File: src/rtl/seq_detect_pkg.sv
// seq_detect_pkg: shared state type and parameter legality limits for the sequence detector
package seq_detect_pkg;
  typedef enum logic {IDLE = 1'b0, RUN = 1'b1} state_e;
  localparam int PAT_LEN_MIN = 2;
  localparam int PAT_LEN_MAX = 16;
  localparam int CNT_W_MIN = 1;
  localparam int CNT_W_MAX = 32;
  function automatic bit params_ok(input int pat_len, input int cnt_w);
    return pat_len >= PAT_LEN_MIN && pat_len <= PAT_LEN_MAX &&
           cnt_w >= CNT_W_MIN && cnt_w <= CNT_W_MAX;
  endfunction
endpackage

File: src/rtl/seq_sat_counter.sv
// seq_sat_counter: clearable up-counter that sticks at all ones instead of wrapping
module seq_sat_counter #(
  parameter int W = 8
) (
  input  logic         clk,
  input  logic         rst_n,
  input  logic         clr,
  input  logic         inc,
  output logic [W-1:0] cnt,
  output logic         sat
);
  assign sat = &cnt;
  // clear has priority; increments stop once the counter is full
  always_ff @(posedge clk or negedge rst_n)
    if (!rst_n) cnt <= '0;
    else if (clr) cnt <= '0;
    else if (inc && !sat) cnt <= cnt + 1'b1;
endmodule

File: src/rtl/seq_detect_param.sv
// seq_detect_param: runtime-pattern serial sequence detector with saturating match counter
module seq_detect_param
  import seq_detect_pkg::*;
#(
  parameter int PAT_LEN = 3,
  parameter int CNT_W   = 8,
  parameter bit OVERLAP = 1'b1
) (
  input  logic               clk,
  input  logic               rst_n,
  input  logic               start,
  input  logic               stop,
  input  logic [PAT_LEN-1:0] pattern,
  input  logic               in_valid,
  input  logic               in_bit,
  output logic               busy,
  output logic               seq_detected,
  output logic [CNT_W-1:0]   match_count,
  output logic               count_sat
);
  localparam int FW = $clog2(PAT_LEN + 1);
  localparam logic [FW-1:0] FULL = FW'(PAT_LEN);
  if (!params_ok(PAT_LEN, CNT_W)) begin : g_bad_params
    $error("seq_detect_param: PAT_LEN or CNT_W out of range");
  end
  state_e             state, state_n;
  logic [PAT_LEN-1:0] pat_q, hist, hist_n;
  logic [FW-1:0]      fill, fill_n;
  logic               take, hit;
  assign busy = (state == RUN);
  // next state and shift/compare; a bit coinciding with start or stop is dropped
  always_comb begin
    state_n = start ? RUN : stop ? IDLE : state;
    take    = (state == RUN) && in_valid && !start && !stop;
    hist_n  = {hist[PAT_LEN-2:0], in_bit};
    fill_n  = (fill == FULL) ? FULL : fill + 1'b1;
    hit     = take && (fill_n == FULL) && (hist_n == pat_q);
  end
  // control state register
  always_ff @(posedge clk or negedge rst_n)
    if (!rst_n) state <= IDLE;
    else state <= state_n;
  // pattern latch, history, fill level and the one-cycle match pulse
  always_ff @(posedge clk or negedge rst_n)
    if (!rst_n) begin
      pat_q        <= '0;
      hist         <= '0;
      fill         <= '0;
      seq_detected <= 1'b0;
    end else begin
      seq_detected <= hit;
      if (start) begin
        pat_q <= pattern;
        hist  <= '0;
        fill  <= '0;
      end else if (take) begin
        hist <= hist_n;
        fill <= (hit && !OVERLAP) ? '0 : fill_n;
      end
    end
  seq_sat_counter #(.W(CNT_W)) u_cnt (
    .clk   (clk),
    .rst_n (rst_n),
    .clr   (start),
    .inc   (hit),
    .cnt   (match_count),
    .sat   (count_sat)
  );
endmodule

File: config.mk
export PLATFORM = sky130hd
export DESIGN_NAME = seq_detect_param
export DESIGN_NICKNAME = d
export VERILOG_FILES = /design/src/rtl/seq_detect_pkg.sv /design/src/rtl/seq_sat_counter.sv /design/src/rtl/seq_detect_param.sv
export SDC_FILE = /design/constraint.sdc
export NUM_CORES = 1
export LEC_CHECK = 0
export ABC_AREA = 1
export CAP_MARGIN = 15
export CORE_MARGIN = 5
export CORE_UTILIZATION = 50
export DETAILED_ROUTE_END_ITERATION = 12
export PLACE_DENSITY = 0.79
export SLEW_MARGIN = 20
export SYNTH_ARGS = -nofsm -noshare
export SYNTH_HDL_FRONTEND = slang
export SYNTH_HIERARCHICAL = 1
export SYNTH_SLANG_ARGS = --single-unit
File: constraint.sdc
create_clock -name clk -period 3 [get_ports clk]
set_clock_uncertainty 0.2 [all_clocks]
set_input_delay 0.45 -clock clk [delete_from_list [all_inputs] [get_ports clk]]
set_output_delay 0.45 -clock clk [all_outputs]
set_load 0.02 [all_outputs]
==> results of run 1 <==
layout make-up:
cell class,instances,area (um^2)
clock buffers,3,22.5
clock inverters,1,5.00
fillers,154,573
inverters,17,66.3
multi-input cells,87,450
flip-flops and latches,17,425
well taps,25,31.3
repair buffers,19,190
placed cells by master, fill, tap and decap left out, types with 3 or more instances in the layout:
master           synthesis  final
clkbuf_4                 0      3
clkdlybuf4s50_1          0     19
dfrtp_1                 17     17
inv_1                   14     14
nand2_1                 38     38
nand3_1                 16     16
nor2_1                   8      8
nor2_2                   3      3
o21ai_1                  3      3
metal layers:
metal | track usage [%] | vias up | wire (um)
met5 | 0 | - | 0
met4 | 7.23 | 0 | 31
met3 | 3.66 | 4 | 75
met2 | 25.7 | 22 | 894
met1 | 19.9 | 374 | 941
li1 | - | 430 | -
cell families (layout without fill, tap and decap cells):
logic type      after synthesis  in the layout  share of synthesized area, %
flops                        17             17                          45.2
compound gates                9              9                          5.71
buf+inv                      17             40                          7.04
fa+ha+maj                     1              1                          1.33
xor+xnor                      2              2                          1.86
simple gates                 75             75                          38.9
per-stage QoR:
step	cell area [um^2]	util (%)	setup slack (ps)
global placement	1160	66.0	615
floorplan	942	-	1190
CTS	1190	67.5	438
global route	1190	67.5	337
detailed placement	1160	66.0	537
finish	1190	67.5	451
flip-flops by register name, indices dropped and copies added (netlist names):
signal / flops
busy: 1
u_cnt/cnt: 8
hist: 2
seq_detected: 1
pat_q: 3
fill: 2
worst max path at each step:
stage	from	to	slack, ps	cells after the start
floorplan	u_cnt/cnt[0]	count_sat	1190	5
global placement	start	u_cnt/cnt[3]	610	10
detailed placement	start	u_cnt/cnt[3]	540	10
CTS	u_cnt/cnt[0]	count_sat	440	6
global route	u_cnt/cnt[0]	count_sat	340	6
finish	u_cnt/cnt[0]	count_sat	450	6
worst max-delay path, delay by kind of cell, from the launching register on:
kind / cells / cell delay (ps)
adders and majority gates: 1 / 220
buffers and inverters: 2 / 650
DFF: 1 / 420
and+or+nand+nor: 3 / 330
power groups by stage:
stage                     sequential, uW  combinational [uW]  clock, uW
after floorplan                      244                19.7          0
after global placement               244                42.3          0
final                                240                42.8        124
after CTS                            240                43.6        127
after detailed placement             244                43.6          0
after global routing                 241                48.0        143
==> impl_metrics.sql, run 1 <==
INSERT INTO impl_metrics (metric_group, metric, value, unit) VALUES
('run_status', 'outcome', 'completed', ''),
('synth', 'syn-num-nets', '131', ''),
('floorplan', 'die_width', '53.4', 'um'),
('cells_and_area', 'antenna-diode-count', '0', ''),
('synth', 'synth_top_area_cell', 'dfrtp_1', ''),
('cells_and_area', 'area_delta_synth_final', '26.4', '%'),
('synth', 'synth-seq-cells', '17', ''),
('setup_path', 'cp-end-kind', 'output port', ''),
('synth', 'post_synth_main_area_contributors', 'dfrtp_1 45%, nand2_1 15%, nand3_1 8.5%, inv_1 5.6%, nor2_1 3.2%', ''),
('synth', 'ys_types', '25', ''),
('cts', 'number_of_resized_instances_in_the_post_cts_repair_step', '0', ''),
('setup_path', 'critical-path-slowest-cell', 'clkdlybuf4s50_1', ''),
('cts', 'post_cts.repair.setup_buffers', '0', ''),
('synth', 'syn_inst', '121', ''),
('global_routing', 'grt_use_total', '16.0', '%'),
('power_and_ir_drop', 'power_frac_comb', '10.5', '%'),
('setup_path', 'crit_top_cell', 'nand2_2', ''),
('timing', 'timing_max_transition_violations_final', '0', ''),
('power_and_ir_drop', 'seqPwrFrac', '59.1', '%'),
('place', 'place_congestion', '0.837', ''),
('timing', 'final.hold.worst_slack', '311', 'ps'),
('cts', 'htree_levels', '1', ''),
('synth', 'yosys_warnings', '6', ''),
('cts', 'ctsLongestPathBuffers', '2', ''),
('floorplan', 'die_height', '53.4', 'um'),
('place', 'buffer_ports.inserted', '19', ''),
('floorplan', 'coreArea', '1760', 'um^2'),
('synth', 'synthDominantCellAreaShare', '45.2', '%'),
('routing', 'viasPerCell', '4.91', ''),
('synth', 'netlist_top_cells_count', '38 x nand2_1, 17 x dfrtp_1, 16 x nand3_1', ''),
('setup_path', 'rrSetupSlack', '1310', 'ps'),
('setup_path', 'crit_path_max_cell_delay', '590', 'ps'),
('timing', 'rsz_0062_raised_after_global_routing', 'false', ''),
('synth', 'syn-mean-instance-area', '7.79', 'um^2'),
('setup_path', 'reg2regPathDepth', '8', ''),
('timing', 'worst_margin_slew', '751', 'ps'),
('floorplan', 'top_level_ports', '20', ''),
('routing', 'wl', '1.94', 'mm'),
('global_routing', 'wire_length_of_the_first_global_routing_pass', '3.28', 'mm'),
('min_path', 'worstHoldPathType', 'register to register', ''),
('timing', 'fmax', '392', 'MHz'),
('power_and_ir_drop', 'report.power.total', '406', 'uW'),
('timing', 'finalWorstPathRequiredPeriod', '2550', 'ps'),
('synth', 'ys_dominant_reg_cell', 'dfrtp_1', ''),
('global_routing', 'antenna_found_initial', '0', ''),
('synth', 'post_synth_instance_area', '942', 'um^2'),
('cells_and_area', 'final_layout_net_count', '155', ''),
('timing', 'timing.setup.tns', '0', 'ps'),
('min_path', 'worstHoldEndpoint', 'pat_q[0]', ''),
('floorplan', 'start_util', '53.4', '%'),
('synth', 'async_flop_share', '100', '%'),
('routing', 'drc', '0', ''),
('routing', 'drt-pass1-iter-count', '4', ''),
('flow_run', 'drv_cap', '0', ''),
('timing', 'slew-limit-headroom', '49.8', '%'),
('floorplan', 'floorplan.rows', '15', ''),
('cts', 'ctsHoldBuffers', '0', ''),
('power_and_ir_drop', 'cellPowerDensity', '341', 'nW/um^2'),
('setup_path', 'crit_chain', 'ha_1, nand2_2, nor2_2, nand2_2, inv_1, clkdlybuf4s50_1', ''),
('cells_and_area', 'post_layout_nonfiller_instances', '169', ''),
('setup_path', 'timing.critical_path.fanout_max', '5', ''),
('power_and_ir_drop', 'power.leakage', '0.000606', 'uW'),
('setup_path', 'critical_path.reg2reg.endpoint', 'u_cnt/cnt[3]', ''),
('cts', 'number_of_buffers_created_by_cts', '3', ''),
('power_and_ir_drop', 'ir_drop', '0.302', 'mV'),
('global_routing', 'vias_in_the_first_global_route', '811', ''),
('routing', 'routedWlPerCell', '11.5', 'um'),
('power_and_ir_drop', 'internal-power', '303', 'uW'),
('cells_and_area', 'drive_gt1_share', '11.8', '%'),
('cts', 'clock_latency', '290', 'ps'),
('timing', 'report.final.setup_viol', '0', '');
No activity file was read; power rests on OpenSTA's default activity.
==> run 2, diff against run 1 <==
--- a/config.mk
+++ b/config.mk
@@ -8,9 +8,9 @@
 export ABC_AREA = 1
 export CAP_MARGIN = 15
 export CORE_MARGIN = 5
-export CORE_UTILIZATION = 50
+export CORE_UTILIZATION = 44
 export DETAILED_ROUTE_END_ITERATION = 12
-export PLACE_DENSITY = 0.79
+export PLACE_DENSITY = 0.73
 export SLEW_MARGIN = 20
 export SYNTH_ARGS = -nofsm -noshare
 export SYNTH_HDL_FRONTEND = slang
==> constraint.sdc (replaced) <==
create_clock -name clk -period 2.1 [get_ports clk]
set_clock_uncertainty 0.2 [all_clocks]
set_input_delay 0.315 -clock clk [delete_from_list [all_inputs] [get_ports clk]]
set_output_delay 0.315 -clock clk [all_outputs]
set_load 0.02 [all_outputs]
==> run 2 against run 1 <==
  * Via count is 2.5% higher
  * Combinational power is 51% higher
  * Largest power group unchanged
  * Critical endpoint unchanged
  * Register-to-register slack worse by 780 ps
  * Sequential power is 43% higher
==> impl_metrics.sql, run 2 (synthesis results as in run 1) <==
INSERT INTO impl_metrics (metric_group, metric, value, unit) VALUES
('routing', 'routedWlPerCell', '10.8', 'um'),
('timing', 'report.final.setup_viol', '0', ''),
('global_routing', 'wire_length_of_the_first_global_routing_pass', '3.50', 'mm'),
('cts', 'ctsHoldBuffers', '0', ''),
('cells_and_area', 'antenna-diode-count', '0', ''),
('setup_path', 'worst_setup_start_kind', 'register', ''),
('floorplan', 'top_level_ports', '20', ''),
('cts', 'clock_latency', '290', 'ps'),
('power_and_ir_drop', 'cellPowerDensity', '466', 'nW/um^2'),
('global_routing', 'grt.overflow.total', '0', ''),
('cells_and_area', 'area_delta_synth_final', '33.3', '%'),
('timing', 'fmax', '516', 'MHz'),
('cells_and_area', 'area_taken_by_flip_flops_and_latches', '425', 'um^2'),
('routing', 'drt-pass1-iter-count', '4', ''),
('routing', 'detail-route-antenna-nets', '0', ''),
('cells_and_area', 'fin_util', '62.7', '%'),
('place', 'place_congestion', '0.851', ''),
('floorplan', 'floorplan.rows', '16', ''),
('cells_and_area', 'n_fill_cell', '180', ''),
('cts', 'post_cts.repair.setup_buffers', '0', ''),
('timing', 'worst_margin_slew', '266', 'ps'),
('timing', 'rsz_0062_raised_after_global_routing', 'false', ''),
('floorplan', 'die_area', '3170', 'um^2'),
('cts', 'htree_levels', '1', ''),
('floorplan', 'coreArea', '2000', 'um^2'),
('timing', 'final-hold-violation-count', '0', ''),
('cts', 'ctsLongestPathBuffers', '2', ''),
('run_status', 'outcome', 'completed', ''),
('routing', 'viasPerCell', '4.73', ''),
('setup_path', 'timing.critical_path.required', '1580', 'ps'),
('cells_and_area', 'multi_input_gate_area_in_the_final_layout', '450', 'um^2'),
('setup_path', 'critical_path_class', 'register to output port', ''),
('cells_and_area', 'drive_gt1_share', '17.6', '%'),
('cts', 'number_of_buffers_created_by_cts', '3', ''),
('timing', 'layout_worst_path_cycle_share', '92.2', '%'),
('cells_and_area', 'largest_reg_by_ff_count', 'u_cnt/cnt', ''),
('global_routing', 'grt_use_total', '14.0', '%'),
('setup_path', 'timing.critical_path.fanout_max', '4', ''),
('timing', 'timing_max_transition_violations_final', '0', ''),
('place', 'dp_hpwl', '1.50', 'mm'),
('cells_and_area', 'final_layout_net_count', '164', ''),
('routing', 'drt_first_iter_violations', '22', ''),
('flow_run', 'drv_cap', '0', ''),
('cells_and_area', 'reg.largest.list', 'u_cnt/cnt (8), pat_q (3)', ''),
('place', 'buffer_ports.inserted', '19', ''),
('timing', 'timing.setup.tns', '0', 'ps'),
('global_routing', 'antenna_found_initial', '0', ''),
('setup_path', 'cp-end-kind', 'output port', ''),
('cts', 'cts_tree', 'yes', ''),
('cts', 'number_of_resized_instances_in_the_post_cts_repair_step', '2', ''),
('floorplan', 'start_util', '47.1', '%'),
('routing', 'route.vias.total', '851', ''),
('timing', 'finalWorstPathRequiredPeriod', '1940', 'ps'),
('power_and_ir_drop', 'ir_drop', '0.269', 'mV'),
('min_path', 'worstHoldPathType', 'input port to async pin', ''),
('global_routing', 'grt_max_degree', '18', ''),
('cells_and_area', 'largest_register_ffs', '8', ''),
('floorplan', 'die_height', '56.3', 'um'),
('timing', 'slew-limit-headroom', '82.1', '%'),
('cts', 'cts.reportedPaths.clkPinSlew', '110', 'ps'),
('cells_and_area', 'layout.cells.most_common_list', '38 x nand2_1, 18 x clkdlybuf4s50_1, 17 x dfrtp_1', ''),
('global_routing', 'vias_in_the_first_global_route', '839', ''),
('routing', 'wl', '1.95', 'mm'),
('setup_path', 'timing.critical_path.arrival', '1420', 'ps'),
('cts', 'cts-root-buf', 'clkbuf_4', ''),
('timing', 'final.hold.worst_slack', '130', 'ps'),
('cells_and_area', 'layout.cells.most_common', 'nand2_1', ''),
('cts', 'clock_sinks', '17', ''),
('power_and_ir_drop', 'power.leakage', '0.000655', 'uW'),
('floorplan', 'die_width', '56.3', 'um'),
('routing', 'drc', '0', '');
## run 2: cell count changes in the layout (fill, tap and decap cells not counted)
cell             previous run  this run
buf_4                       0         9
clkbuf_2                    0         1
clkdlybuf4s50_1            19        18
## run 2: stage by stage
| stage | instances | setup WS (ps) | total power, uW | area, um^2 |
|---|---|---|---|---|
| 3_3_place_gp | 176 | 120 | 413 | 1230 |
| 2_1_floorplan | 121 | 424 | 377 | 942 |
| 3_5_place_dp | 176 | 56.3 | 415 | 1230 |
| 5_1_grt | 180 | 89.1 | 626 | 1260 |
| 6_report | 180 | 164 | 586 | 1260 |
| 4_1_cts | 180 | 12.8 | 597 | 1260 |
## run 2: layout make-up
| type | instances | share of cell area [%] |
|---|---|---|
| Clock buffer | 3 | 1.79 |
| Clock inverter | 1 | 0.398 |
| Inverter | 17 | 5.28 |
| Multi-Input combinational cell | 87 | 35.9 |
| Sequential cell | 17 | 33.9 |
| Tap cell | 27 | 2.69 |
| Timing Repair Buffer | 28 | 20.1 |
## run 2: worst paths after layout
check | from | to | slack, ps | cells past startpoint
setup / recovery | u_cnt/cnt[0] | count_sat | 160 | 6
hold / removal | rst_n | u_cnt/cnt[1] | 130 | 2
setup reg to reg | u_cnt/cnt[0] | u_cnt/cnt[6] | 530 | 8
hold reg to reg | pat_q[0] | pat_q[0] | 320 | 2
max in group asynchronous | rst_n | hist[1] | 1380 | 2
min in group clk | pat_q[0] | pat_q[0] | 320 | 2
## run 2: routing by layer
layer  track usage (%)  share of wire, %  vias up
li1                  -                 -      444
met1              16.6                46      387
met2              23.2                48       18
met3              3.67               3.9        2
met4              7.12               1.2        0
met5                 0                 0        -
## run 2: worst max-delay path, stage by stage, from the launching register on
cell,delay [ps]
dfrtp_1,380
ha_1,200
nand2_2,100
nor2_2,130
nand2_2,100
inv_1,60
clkbuf_2,160
## run 2: where the power goes
group | total [uW] | internal [uW] | switching (uW)
Combinational | 64.6 | 29.0 | 35.6
Sequential | 342 | 336 | 5.98
Clock | 179 | 70.8 | 108
Total | 586 | 436 | 150
==> run 3, diff against run 2 <==
--- a/config.mk
+++ b/config.mk
@@ -8,9 +8,9 @@
 export ABC_AREA = 1
 export CAP_MARGIN = 15
 export CORE_MARGIN = 5
-export CORE_UTILIZATION = 44
+export CORE_UTILIZATION = 49
 export DETAILED_ROUTE_END_ITERATION = 12
-export PLACE_DENSITY = 0.73
+export PLACE_DENSITY = 0.77
 export SLEW_MARGIN = 20
 export SYNTH_ARGS = -nofsm -noshare
 export SYNTH_HDL_FRONTEND = slang
==> constraint.sdc (replaced) <==
create_clock -name clk -period 1.9 [get_ports clk]
set_clock_uncertainty 0.2 [all_clocks]
set_input_delay 0.285 -clock clk [delete_from_list [all_inputs] [get_ports clk]]
set_output_delay 0.285 -clock clk [all_outputs]
set_load 0.02 [all_outputs]
==> run 3 against run 2 <==
  * Clock power rose by 8%
  * Hold slack got worse by 29 ps
  * Sequential power rose by 11%
  * Sequential share of layout area shrank 1.2 points
  * Worst setup slack worse by 79 ps
  * Critical path type unchanged
  * Critical endpoint is now match_count[6]
  * Largest cell class unchanged
  * Highest routed layer unchanged
==> impl_metrics.sql, run 3 (synthesis results as in run 1) <==
INSERT INTO impl_metrics (metric_group, metric, value, unit) VALUES
('flow_run', 'drv_cap', '0', ''),
('floorplan', 'die_area', '2900', 'um^2'),
('min_path', 'worstHoldPathType', 'input port to async pin', ''),
('routing', 'drt-pass1-iter-count', '6', ''),
('floorplan', 'die_height', '53.9', 'um'),
('cells_and_area', 'final_layout_net_count', '170', ''),
('setup_path', 'timing.critical_path.fanout_max', '5', ''),
('place', 'dp_worst_setup_slack', '-85.7', 'ps'),
('cts', 'clock_latency', '300', 'ps'),
('setup_path', 'critical_path_class', 'register to output port', ''),
('power_and_ir_drop', 'cellPowerDensity', '497', 'nW/um^2'),
('global_routing', 'grt_max_degree', '18', ''),
('cts', 'cts.reportedPaths.clkPinSlew', '100', 'ps'),
('routing', 'drt_first_iter_violations', '23', ''),
('cells_and_area', 'post_layout_nonfiller_instances', '184', ''),
('cells_and_area', 'reg.largest.list', 'u_cnt/cnt (8), pat_q (3)', ''),
('setup_path', 'worst-path-buf-inv', '1', ''),
('timing', 'layout_worst_path_cycle_share', '95.5', '%'),
('cts', 'number_of_buffers_created_by_cts', '3', ''),
('cts', 'cts-root-buf', 'clkbuf_4', ''),
('power_and_ir_drop', 'report.power.total', '647', 'uW'),
('global_routing', 'vias_in_the_first_global_route', '789', ''),
('cts', 'htree_levels', '1', ''),
('setup_path', 'crit_chain', 'clkdlybuf4s50_1', ''),
('timing', 'finalWorstPathRequiredPeriod', '1820', 'ps'),
('power_and_ir_drop', 'power.leakage', '0.000762', 'uW'),
('cells_and_area', 'layout.cells.most_common_list', '38 x nand2_1, 17 x dfrtp_1, 16 x nand3_1', ''),
('cells_and_area', 'antenna-diode-count', '0', ''),
('setup_path', 'critical_path.top_delay_family', 'buffers and inverters', ''),
('global_routing', 'grt_use_total', '17.6', '%'),
('cells_and_area', 'largest_reg_by_ff_count', 'u_cnt/cnt', ''),
('routing', 'route.vias.total', '893', ''),
('routing', 'detail-route-antenna-nets', '0', ''),
('cells_and_area', 'area_delta_synth_final', '38.1', '%'),
('cells_and_area', 'post-route-cell-area', '1300', 'um^2'),
('place', 'dp_hpwl', '1.66', 'mm'),
('cts', 'ctsLongestPathBuffers', '2', ''),
('global_routing', 'grt.overflow.total', '0', ''),
('setup_path', 'timing.critical_path.arrival', '1330', 'ps'),
('cts', 'cts_tree', 'yes', ''),
('place', 'post_dp_cell_area', '1280', 'um^2'),
('timing', 'timing_max_transition_violations_final', '0', ''),
('setup_path', 'timing.critical_path.required', '1410', 'ps'),
('floorplan', 'start_util', '52.8', '%'),
('global_routing', 'wire_length_of_the_first_global_routing_pass', '3.56', 'mm'),
('routing', 'routedWlPerCell', '11.7', 'um'),
('timing', 'slew-limit-headroom', '82.2', '%'),
('setup_path', 'critical-path-slowest-cell', 'clkdlybuf4s50_1', ''),
('setup_path', 'crit_path_max_cell_delay', '630', 'ps'),
('floorplan', 'coreArea', '1780', 'um^2'),
('routing', 'drc', '0', ''),
('timing', 'rsz_0062_raised_after_global_routing', 'false', ''),
('cells_and_area', 'layout.cells.most_common', 'nand2_1', ''),
('floorplan', 'floorplan.rows', '15', ''),
('global_routing', 'antenna_found_initial', '0', ''),
('timing', 'worst_margin_slew', '265', 'ps'),
('place', 'place.detailed.instances', '180', ''),
('setup_path', 'worst_setup_start_kind', 'register', ''),
('timing', 'final-hold-violation-count', '0', ''),
('run_status', 'outcome', 'completed', ''),
('floorplan', 'top_level_ports', '20', ''),
('place', 'buffer_ports.inserted', '19', ''),
('timing', 'report.final.setup_viol', '0', ''),
('routing', 'viasPerCell', '4.85', ''),
('power_and_ir_drop', 'ir_drop', '0.455', 'mV'),
('setup_path', 'cp-end-kind', 'output port', ''),
('cells_and_area', 'largest_register_ffs', '8', ''),
('place', 'place_congestion', '0.858', ''),
('timing', 'timing.setup.tns', '0', 'ps'),
('cells_and_area', 'drive_gt1_share', '20.8', '%'),
('timing', 'setup_ws', '84.6', 'ps'),
('routing', 'wl', '2.14', 'mm'),
('cts', 'post_cts.repair.setup_buffers', '0', ''),
('floorplan', 'die_width', '53.9', 'um'),
('cts', 'clock_sinks', '17', ''),
('timing', 'fmax', '551', 'MHz');
-- run 3: changes by cell type in the layout (fill, tap and decap cells not counted), sizes merged --
cell,previous run,this run
clkdlybuf4s50,18,11
clkbuf,4,3
dlymetal6s2s,0,3
buf,9,16
dlygate4sd2,0,4
-- run 3: path summary, 6_finish.rpt --
kind                       depth (start not counted)  slack [ps]              to    startpoint
max in group asynchronous                          2        1210    u_cnt/cnt[6]         rst_n
setup reg to reg                                   8         270    u_cnt/cnt[3]          busy
hold reg to reg                                    2         310        pat_q[0]      pat_q[0]
setup / recovery                                   1          80  match_count[6]  u_cnt/cnt[6]
hold / removal                                     2         100         hist[0]         rst_n
min in group clk                                   2         310        pat_q[0]      pat_q[0]
-- run 3: per-stage QoR --
| step | hold slack, ps | utilization, % |
|---|---|---|
| floorplan | -211 | - |
| global placement | 283 | 71.6 |
| detailed placement | 283 | 71.6 |
| CTS | 96.0 | 72.6 |
| global route | 91.4 | 73.0 |
| finish | 101 | 73.0 |
-- run 3: layer usage --
metal | track usage, % | wire length, um | up-vias
met1 | 21.9 | 978 | 395
met2 | 26.6 | 1000 | 32
met4 | 7.23 | 17 | 0
li1 | - | - | 464
met5 | 0 | 0 | -
met3 | 7.48 | 148 | 2
-- run 3: final cells by class --
| type | count | area (um^2) |
|---|---|---|
| Sequential cell | 17 | 425 |
| Tap cell | 25 | 31.3 |
| Clock inverter | 1 | 5.00 |
| Fill cell | 140 | 482 |
| Multi-Input combinational cell | 87 | 450 |
| Clock buffer | 3 | 22.5 |
| Inverter | 17 | 66.3 |
| Timing Repair Buffer | 34 | 300 |
-- run 3: repair_timing --
| action | in CTS | in global routing |
|---|---|---|
| hold endpoints to repair | 0 | 0 |
| gates resized for setup | 8 | 3 |
| setup endpoints to repair | 5 | 3 |
| hold buffers | 0 | 0 |
-- run 3: where the power goes --
| part | switching, uW | internal [uW] | total [uW] |
|---|---|---|---|
| sequential | 6.47 | 372 | 378 |
| clock | 116 | 78.5 | 194 |
| combinational | 41.0 | 33.4 | 74.4 |
